--- config.mk ---
export PLATFORM = sky130hd
export DESIGN_NAME = syndrome_stream_driver
export DESIGN_NICKNAME = d
export VERILOG_FILES = /design/src/rtl/syndrome_stream_driver_pkg.sv /design/src/rtl/syndrome_stream_driver_frame_beat_serializer.sv /design/src/rtl/syndrome_stream_driver.sv
export SDC_FILE = /design/constraint.sdc
export NUM_CORES = 1
export LEC_CHECK = 0
export CORE_MARGIN = 3
export CORE_UTILIZATION = 51
export CTS_BUF_LIST = sky130_fd_sc_hd__clkbuf_2
export CTS_CLUSTER_DIAMETER = 150
export DETAILED_ROUTE_END_ITERATION = 8
export GPL_TIMING_DRIVEN = 0
export HOLD_SLACK_MARGIN = 0.12
export PLACE_DENSITY = 0.82
export SETUP_SLACK_MARGIN = 0.02
export SLEW_MARGIN = 20
export SYNTH_ARGS = -nofsm -noshare
export SYNTH_HDL_FRONTEND = slang
export SYNTH_SLANG_ARGS = --single-unit
export TNS_END_PERCENT = 1
--- constraint.sdc ---
create_clock -name clk -period 2.79 [get_ports clk]
set_input_delay 0.6975 -clock clk [delete_from_list [all_inputs] [get_ports clk]]
set_output_delay 0.6975 -clock clk [all_outputs]
set_load 0.05 [all_outputs]
--- src/rtl/syndrome_stream_driver_pkg.sv ---
// Shared definitions for the Helios host-side framer: protocol message bytes,
// the controller state encoding and small sizing helpers.
package syndrome_stream_driver_pkg;

  // Protocol message bytes understood by the decoder input FIFO.
  localparam logic [7:0] START_DECODING_MSG      = 8'h01;
  localparam logic [7:0] MEASUREMENT_DATA_HEADER = 8'h02;

  typedef enum logic [2:0] {
    SEND_START,
    WAIT_FRAME,
    SEND_HDR,
    SEND_DATA,
    RECV,
    RESULT
  } state_t;

  // Integer ceiling division, used to size the beat count.
  function automatic int ceil_div(input int num, input int den);
    return (num + den - 1) / den;
  endfunction

  // Frame width in bits: each round is padded to whole bytes.
  function automatic int frame_bits(input int x, input int z, input int u);
    return 8 * ((x * z + 7) >> 3) * u;
  endfunction

endpackage

--- src/rtl/syndrome_stream_driver_frame_beat_serializer.sv ---
// Holds one captured measurement frame and slices it into STREAM_WIDTH beats,
// least significant byte first. The beat output already reflects the next
// index whenever advance is asserted, so the caller can register it directly.
module frame_beat_serializer
  import syndrome_stream_driver_pkg::*;
#(
  parameter int FW = 40,
  parameter int SW = 8
) (
  input  logic          clk,
  input  logic          reset,
  input  logic          load,
  input  logic [FW-1:0] frame_in,
  input  logic          advance,
  output logic [SW-1:0] beat,
  output logic          last
);

  localparam int BEATS = ceil_div(FW, SW);
  localparam int CW    = (BEATS > 1) ? $clog2(BEATS) : 1;
  localparam int PW    = BEATS * SW;

  logic [FW-1:0] frame_q;
  logic [CW-1:0] cnt;
  logic [CW-1:0] idx;
  logic [PW-1:0] padded;

  // Capture the frame on acceptance and step the beat counter.
  // NOTE: the frame register is reset like any other state so a frame cut
  // short by reset can never leak into the next transfer.
  always_ff @(posedge clk or negedge reset) begin
    if (!reset) begin
      frame_q <= '0;
      cnt     <= '0;
    end else if (load) begin
      frame_q <= frame_in;
      cnt     <= '0;
    end else if (advance && !last) begin
      cnt <= cnt + CW'(1);
    end
  end

  assign last   = (cnt == CW'(BEATS - 1));
  assign idx    = cnt + CW'(advance & ~last);
  assign padded = PW'(frame_q);

  // Select the beat at idx; bytes past the end of the frame read as zero.
  // NOTE: beat gets a default before the loop so no path leaves it
  // unassigned and no latch is inferred.
  always_comb begin
    beat = '0;
    for (int b = 0; b < BEATS; b++) begin
      if (idx == CW'(b)) beat = padded[b*SW +: SW];
    end
  end

endmodule

--- src/rtl/syndrome_stream_driver.sv ---
// Host-side framer for the Helios decoder byte protocol. Sends the start
// message once after reset, then a header plus frame beats per accepted
// frame, and parses the 3-byte reply into iteration and cycle counts.
// Optional statistics ports are built when SYNDROME_STREAM_STATS_EN is defined.
module syndrome_stream_driver
  import syndrome_stream_driver_pkg::*;
#(
  parameter int GRID_WIDTH_X = 4,
  parameter int GRID_WIDTH_Z = 1,
  parameter int GRID_WIDTH_U = 5,
  parameter int STREAM_WIDTH = 8
) (
  input  logic                    clk,
  input  logic                    reset,
  input  logic [frame_bits(GRID_WIDTH_X, GRID_WIDTH_Z, GRID_WIDTH_U)-1:0] frame_data,
  input  logic                    frame_valid,
  output logic                    frame_ready,
  output logic [STREAM_WIDTH-1:0] tx_data,
  output logic                    tx_valid,
  input  logic                    tx_ready,
  input  logic [7:0]              rx_data,
  input  logic                    rx_valid,
  output logic                    rx_ready,
  output logic [7:0]              result_iterations,
  output logic [15:0]             result_cycles,
  output logic                    result_valid,
  input  logic                    result_ready,
  output logic                    busy
`ifdef SYNDROME_STREAM_STATS_EN
  ,
  output logic [31:0]             stat_frames,
  output logic [15:0]             stat_max_cycles
`endif
);

  localparam int FW = frame_bits(GRID_WIDTH_X, GRID_WIDTH_Z, GRID_WIDTH_U);
  localparam int SW = STREAM_WIDTH;

  state_t        state;
  state_t        state_next;
  logic          load_frame;
  logic          advance;
  logic          last;
  logic [SW-1:0] beat;
  logic          tx_set;
  logic          tx_drop;
  logic [SW-1:0] tx_next;
  logic [1:0]    rx_idx;
  logic          rx_fire;
  logic          result_fire;

  assign frame_ready = (state == WAIT_FRAME);
  assign rx_ready    = (state == RECV);
  assign load_frame  = frame_valid && frame_ready;
  assign advance     = (state == SEND_DATA) && tx_valid && tx_ready && !last;
  assign rx_fire     = rx_valid && rx_ready;
  assign result_fire = result_valid && result_ready;

  frame_beat_serializer #(
    .FW(FW),
    .SW(SW)
  ) u_serializer (
    .clk     (clk),
    .reset   (reset),
    .load    (load_frame),
    .frame_in(frame_data),
    .advance (advance),
    .beat    (beat),
    .last    (last)
  );

  // State register.
  // NOTE: sequential state uses non-blocking assignments so every register
  // samples pre-edge values; combinational blocks use blocking ones.
  always_ff @(posedge clk or negedge reset) begin
    if (!reset) state <= SEND_START;
    else        state <= state_next;
  end

  // Next-state logic and the tx register load/drop requests.
  always_comb begin
    state_next = state;
    tx_set     = 1'b0;
    tx_drop    = 1'b0;
    tx_next    = '0;
    unique case (state)
      SEND_START: begin
        if (!tx_valid) begin
          tx_set  = 1'b1;
          tx_next = SW'(START_DECODING_MSG);
        end else if (tx_ready) begin
          tx_drop    = 1'b1;
          state_next = WAIT_FRAME;
        end
      end
      WAIT_FRAME: begin
        if (frame_valid) begin
          tx_set     = 1'b1;
          tx_next    = SW'(MEASUREMENT_DATA_HEADER);
          state_next = SEND_HDR;
        end
      end
      SEND_HDR: begin
        if (tx_valid && tx_ready) begin
          tx_set     = 1'b1;
          tx_next    = beat;
          state_next = SEND_DATA;
        end
      end
      SEND_DATA: begin
        if (tx_valid && tx_ready) begin
          if (last) begin
            tx_drop    = 1'b1;
            state_next = RECV;
          end else begin
            tx_set  = 1'b1;
            tx_next = beat;
          end
        end
      end
      RECV: begin
        if (rx_fire && rx_idx == 2'd2) state_next = RESULT;
      end
      RESULT: begin
        if (result_ready) state_next = WAIT_FRAME;
      end
      default: state_next = SEND_START;
    endcase
  end

  // Registered tx beat: held unchanged while the FIFO stalls.
  always_ff @(posedge clk or negedge reset) begin
    if (!reset) begin
      tx_valid <= 1'b0;
      tx_data  <= '0;
    end else if (tx_set) begin
      tx_valid <= 1'b1;
      tx_data  <= tx_next;
    end else if (tx_drop) begin
      tx_valid <= 1'b0;
    end
  end

  // busy is registered so it reads 0 while reset is held.
  always_ff @(posedge clk or negedge reset) begin
    if (!reset) busy <= 1'b0;
    else        busy <= (state_next != WAIT_FRAME);
  end

  // Assemble the 3-byte reply and hold the result until consumed.
  always_ff @(posedge clk or negedge reset) begin
    if (!reset) begin
      rx_idx            <= 2'd0;
      result_iterations <= 8'd0;
      result_cycles     <= 16'd0;
      result_valid      <= 1'b0;
    end else if (rx_fire) begin
      unique case (rx_idx)
        2'd0: begin
          result_iterations <= rx_data;
          rx_idx            <= 2'd1;
        end
        2'd1: begin
          result_cycles[15:8] <= rx_data;
          rx_idx              <= 2'd2;
        end
        default: begin
          result_cycles[7:0] <= rx_data;
          rx_idx             <= 2'd0;
          result_valid       <= 1'b1;
        end
      endcase
    end else if (result_fire) begin
      result_valid <= 1'b0;
    end
  end

`ifdef SYNDROME_STREAM_STATS_EN
  // Completed-decode counter (saturating) and peak cycle count.
  always_ff @(posedge clk or negedge reset) begin
    if (!reset) begin
      stat_frames     <= 32'd0;
      stat_max_cycles <= 16'd0;
    end else if (result_fire) begin
      if (stat_frames != 32'hFFFF_FFFF) stat_frames <= stat_frames + 32'd1;
      if (result_cycles > stat_max_cycles) stat_max_cycles <= result_cycles;
    end
  end
`else
  // Statistics are not built in this configuration.
`endif

endmodule

==> out/results.tsv <==
stage	metric	value	unit
sta	fin_crit_sh	0.966	
critical_path	critPathMaxStageDelay	0.45	ns
route	totalWireLength	8280	um
synth	synth_top_area_share	0.566	
critical_path	cp_data_arrival_time	3.15	ns
sta	tns	0	ns
global_routing	gr-total-overflow	0	
die	rows	30	
critical_path	start_kind	flip-flop	
synth	netlist_area	3670	um^2
synth	yosysUniqueCellTypes	43	
route	drt_pass1_iterations	4	
synth	synthCells	273	
status	status	completed	
sta	report.final.slew_viol_count	0	
global_routing	grt_util_all_layers	0.211	
placement	dpl-instance-area	4710	um^2
global_routing	antenna_found_initial	0	
critical_path	crit_path_start	state[2]	
cells_and_area	finalInstanceArea	4890	um^2
clocking	clk_pin_slew	0.19	ns
critical_path	crit_path_cell_trace	buf_2 > nand3b_1 > nor3b_4 > ha_1 > ha_2 > xor2_1 > buf_4 > nor3_1 > o32a_1 > o2bb2ai_1	
die	die_x	90.8	um
sta	hold_viol	0	
route	ant_nets	0	
cells_and_area	area_growth	33.3	%
cells_and_area	drive_gt1_frac	0.284	
clocking	cts_buffers	9	
critical_path	path_buf_inv	2	
clocking	cts.sinks	83	
die	die_h	90.8	um
synth	synthFlopType	dfrtp_1	
critical_path	timing.rr.start	state[2]	
synth	ys_warn_count	0	
sta	fin_hold_ws	0.516	ns
critical_path	cp.required	3.24	ns
global_routing	grt_pass1_wl	13500	um
route	num_vias	2626	
synth	async_flop_share	1.00	
clocking	cts_tree	built	
synth	yosysTopAreaCell	dfrtp_1	
cells_and_area	diodes	0	
cells_and_area	layoutNonFillerInstCount	480	
cells_and_area	finalNetCount	438	
sta	setup_viol	0	
flow_run	drv_cap	0	
die	die-area	8250	um^2
die	num_io_pins	91	
pwr	p_per_area	984	nW/um^2
clocking	ctsRootBufferMaster	clkbuf_2	
route	wire_per_inst	17.2	um
pwr	p_leak	2.16	nW
clocking	insertion_delay	0.53	ns
synth	ys_ff_latch	83	
sta	min_period	2.70	ns
sta	max_clock_freq	371	MHz
sta	max_slew.worst_pin.slew	0.587	ns
die	core	6870	um^2
route	drcViolationCount	0	
critical_path	criticalPathCategory	flip-flop to flip-flop	
worst_hold_path	hp-start	tx_data[6]	
placement	placed_cells	460	
cells_and_area	layout_common_cells	clkdlybuf4s50_1, dfrtp_1, mux2_2	
critical_path	slowest_stage	dfrtp_1	
global_routing	grt_max_degree	51	
route	vias_per_cell	5.47	
placement	placement.io_buffers	90	
placement	post-dp-hpwl	6010	um
die	initial_utilization	0.534	
synth	synth_area_per_cell	13.4	um^2
clocking	clockBufferDepth	2	
sta	maxSlewHeadroom	0.607	
synth	synthesis.nets	331	
pwr	peakVddDrop	0.000640	V
synth	ys_top_cells_by_area	dfrtp_1, mux2_2, o32a_1	
synth	synth_edf_count	0	
critical_path	critPathTopFamily	simple AND/OR/NAND/NOR gates	
clocking	h-tree-depth	3	
placement	place.gp.congestion	0.807	
global_routing	grt_pass1_vias	2696	
critical_path	cp_max_fo	10	
cells_and_area	final_common_cell	clkdlybuf4s50_1	
sta	fin_skew	0.0273	ns
pwr	power	4.82	mW
critical_path	end_kind	flip-flop	
worst_hold_path	min_path_type	flip-flop to flip-flop	
route	drt-initial-drc-count	90	
synth	synth-seq-area-share	0.566	
[layer usage]
layer / up-vias / global-route usage / wire (um)
met5: - / 0 / 0
li1: 1211 / - / -
met1: 1348 / 0.265 / 3520
met4: 0 / 0.0603 / 90
met2: 60 / 0.359 / 4270
met3: 7 / 0.0558 / 396
[layout make-up]
cell class	count	area, um^2
plain buffers	14	82.6
clock buffers	10	50.0
clock inverters	5	55.1
fillers	494	1980
inverters	7	26.3
multi-input cells	169	1520
flip-flops and latches	83	2080
well taps	96	120
repair buffers	96	963
[cells in the mapped netlist, drive strengths merged (3+ instances only)]
master / number
o32a: 8
o21ai: 8
nor2: 9
nor3: 10
nand2b: 4
xnor2: 3
mux2: 65
a21boi: 6
nand2: 13
buf: 12
inv: 7
o2bb2ai: 6
nor3b: 3
dfrtp: 83
mux2i: 7
ha: 4
[kinds of logic (layout without fill, tap and decap cells)]
group	after synthesis	count (layout)	synth area share
and+or+nand+nor	49	49	0.0744
muxes	73	73	0.225
DFF	83	83	0.566
buffers and inverters	21	132	0.0286
adders and majority gates	4	4	0.0136
xor gates and xnor gates	4	4	0.00955
AOI/OAI and AO/OA	39	39	0.0829
[worst paths after layout]
kind                                                 to  slack [ns]  cells past startpoint
worst min-delay path                         tx_data[6]        0.52                      1
worst min register to register               tx_data[6]        0.52                      1
min in group asynchronous       u_serializer.frame_q[9]        0.62                      2
worst max-delay path                         tx_data[3]        0.09                     10
worst max register to register               tx_data[3]        0.09                     10
max in group asynchronous                    tx_data[2]        1.56                      3
[power breakdown]
group,internal (mW),switching (mW)
clock network,0.202,0.398
registers,1.62,0.248
logic,1.12,1.22
[flip-flops by register name (all words and copies together) (netlist names), 2 cells and up]
| signal | cells |
|---|---|
| u_serializer.frame_q | 40 |
| state | 3 |
| rx_idx | 2 |
| result_cycles | 16 |
| u_serializer.cnt | 3 |
| tx_data | 8 |
| result_iterations | 8 |
[per-stage QoR]
| step | utilization | setup WS, ns |
|---|---|---|
| final | 0.712 | 0.0937 |
| after global routing | 0.712 | -0.0263 |
| after CTS | 0.705 | 0.0396 |
| after detailed placement | 0.686 | -0.518 |
| after global placement | 0.683 | -1.90 |
| after floorplan | - | 0.133 |
[timing repair]
item / 4_1_cts / 5_1_grt
endpoints found under the setup margin: 5 / 8
hold buffers: 1 / 0
endpoints found under the hold margin: 33 / 0
gates resized for setup: 4 / 8
pin swaps: 1 / 1
setup buffers: 0 / 4
(Power assumes the default switching activity.)
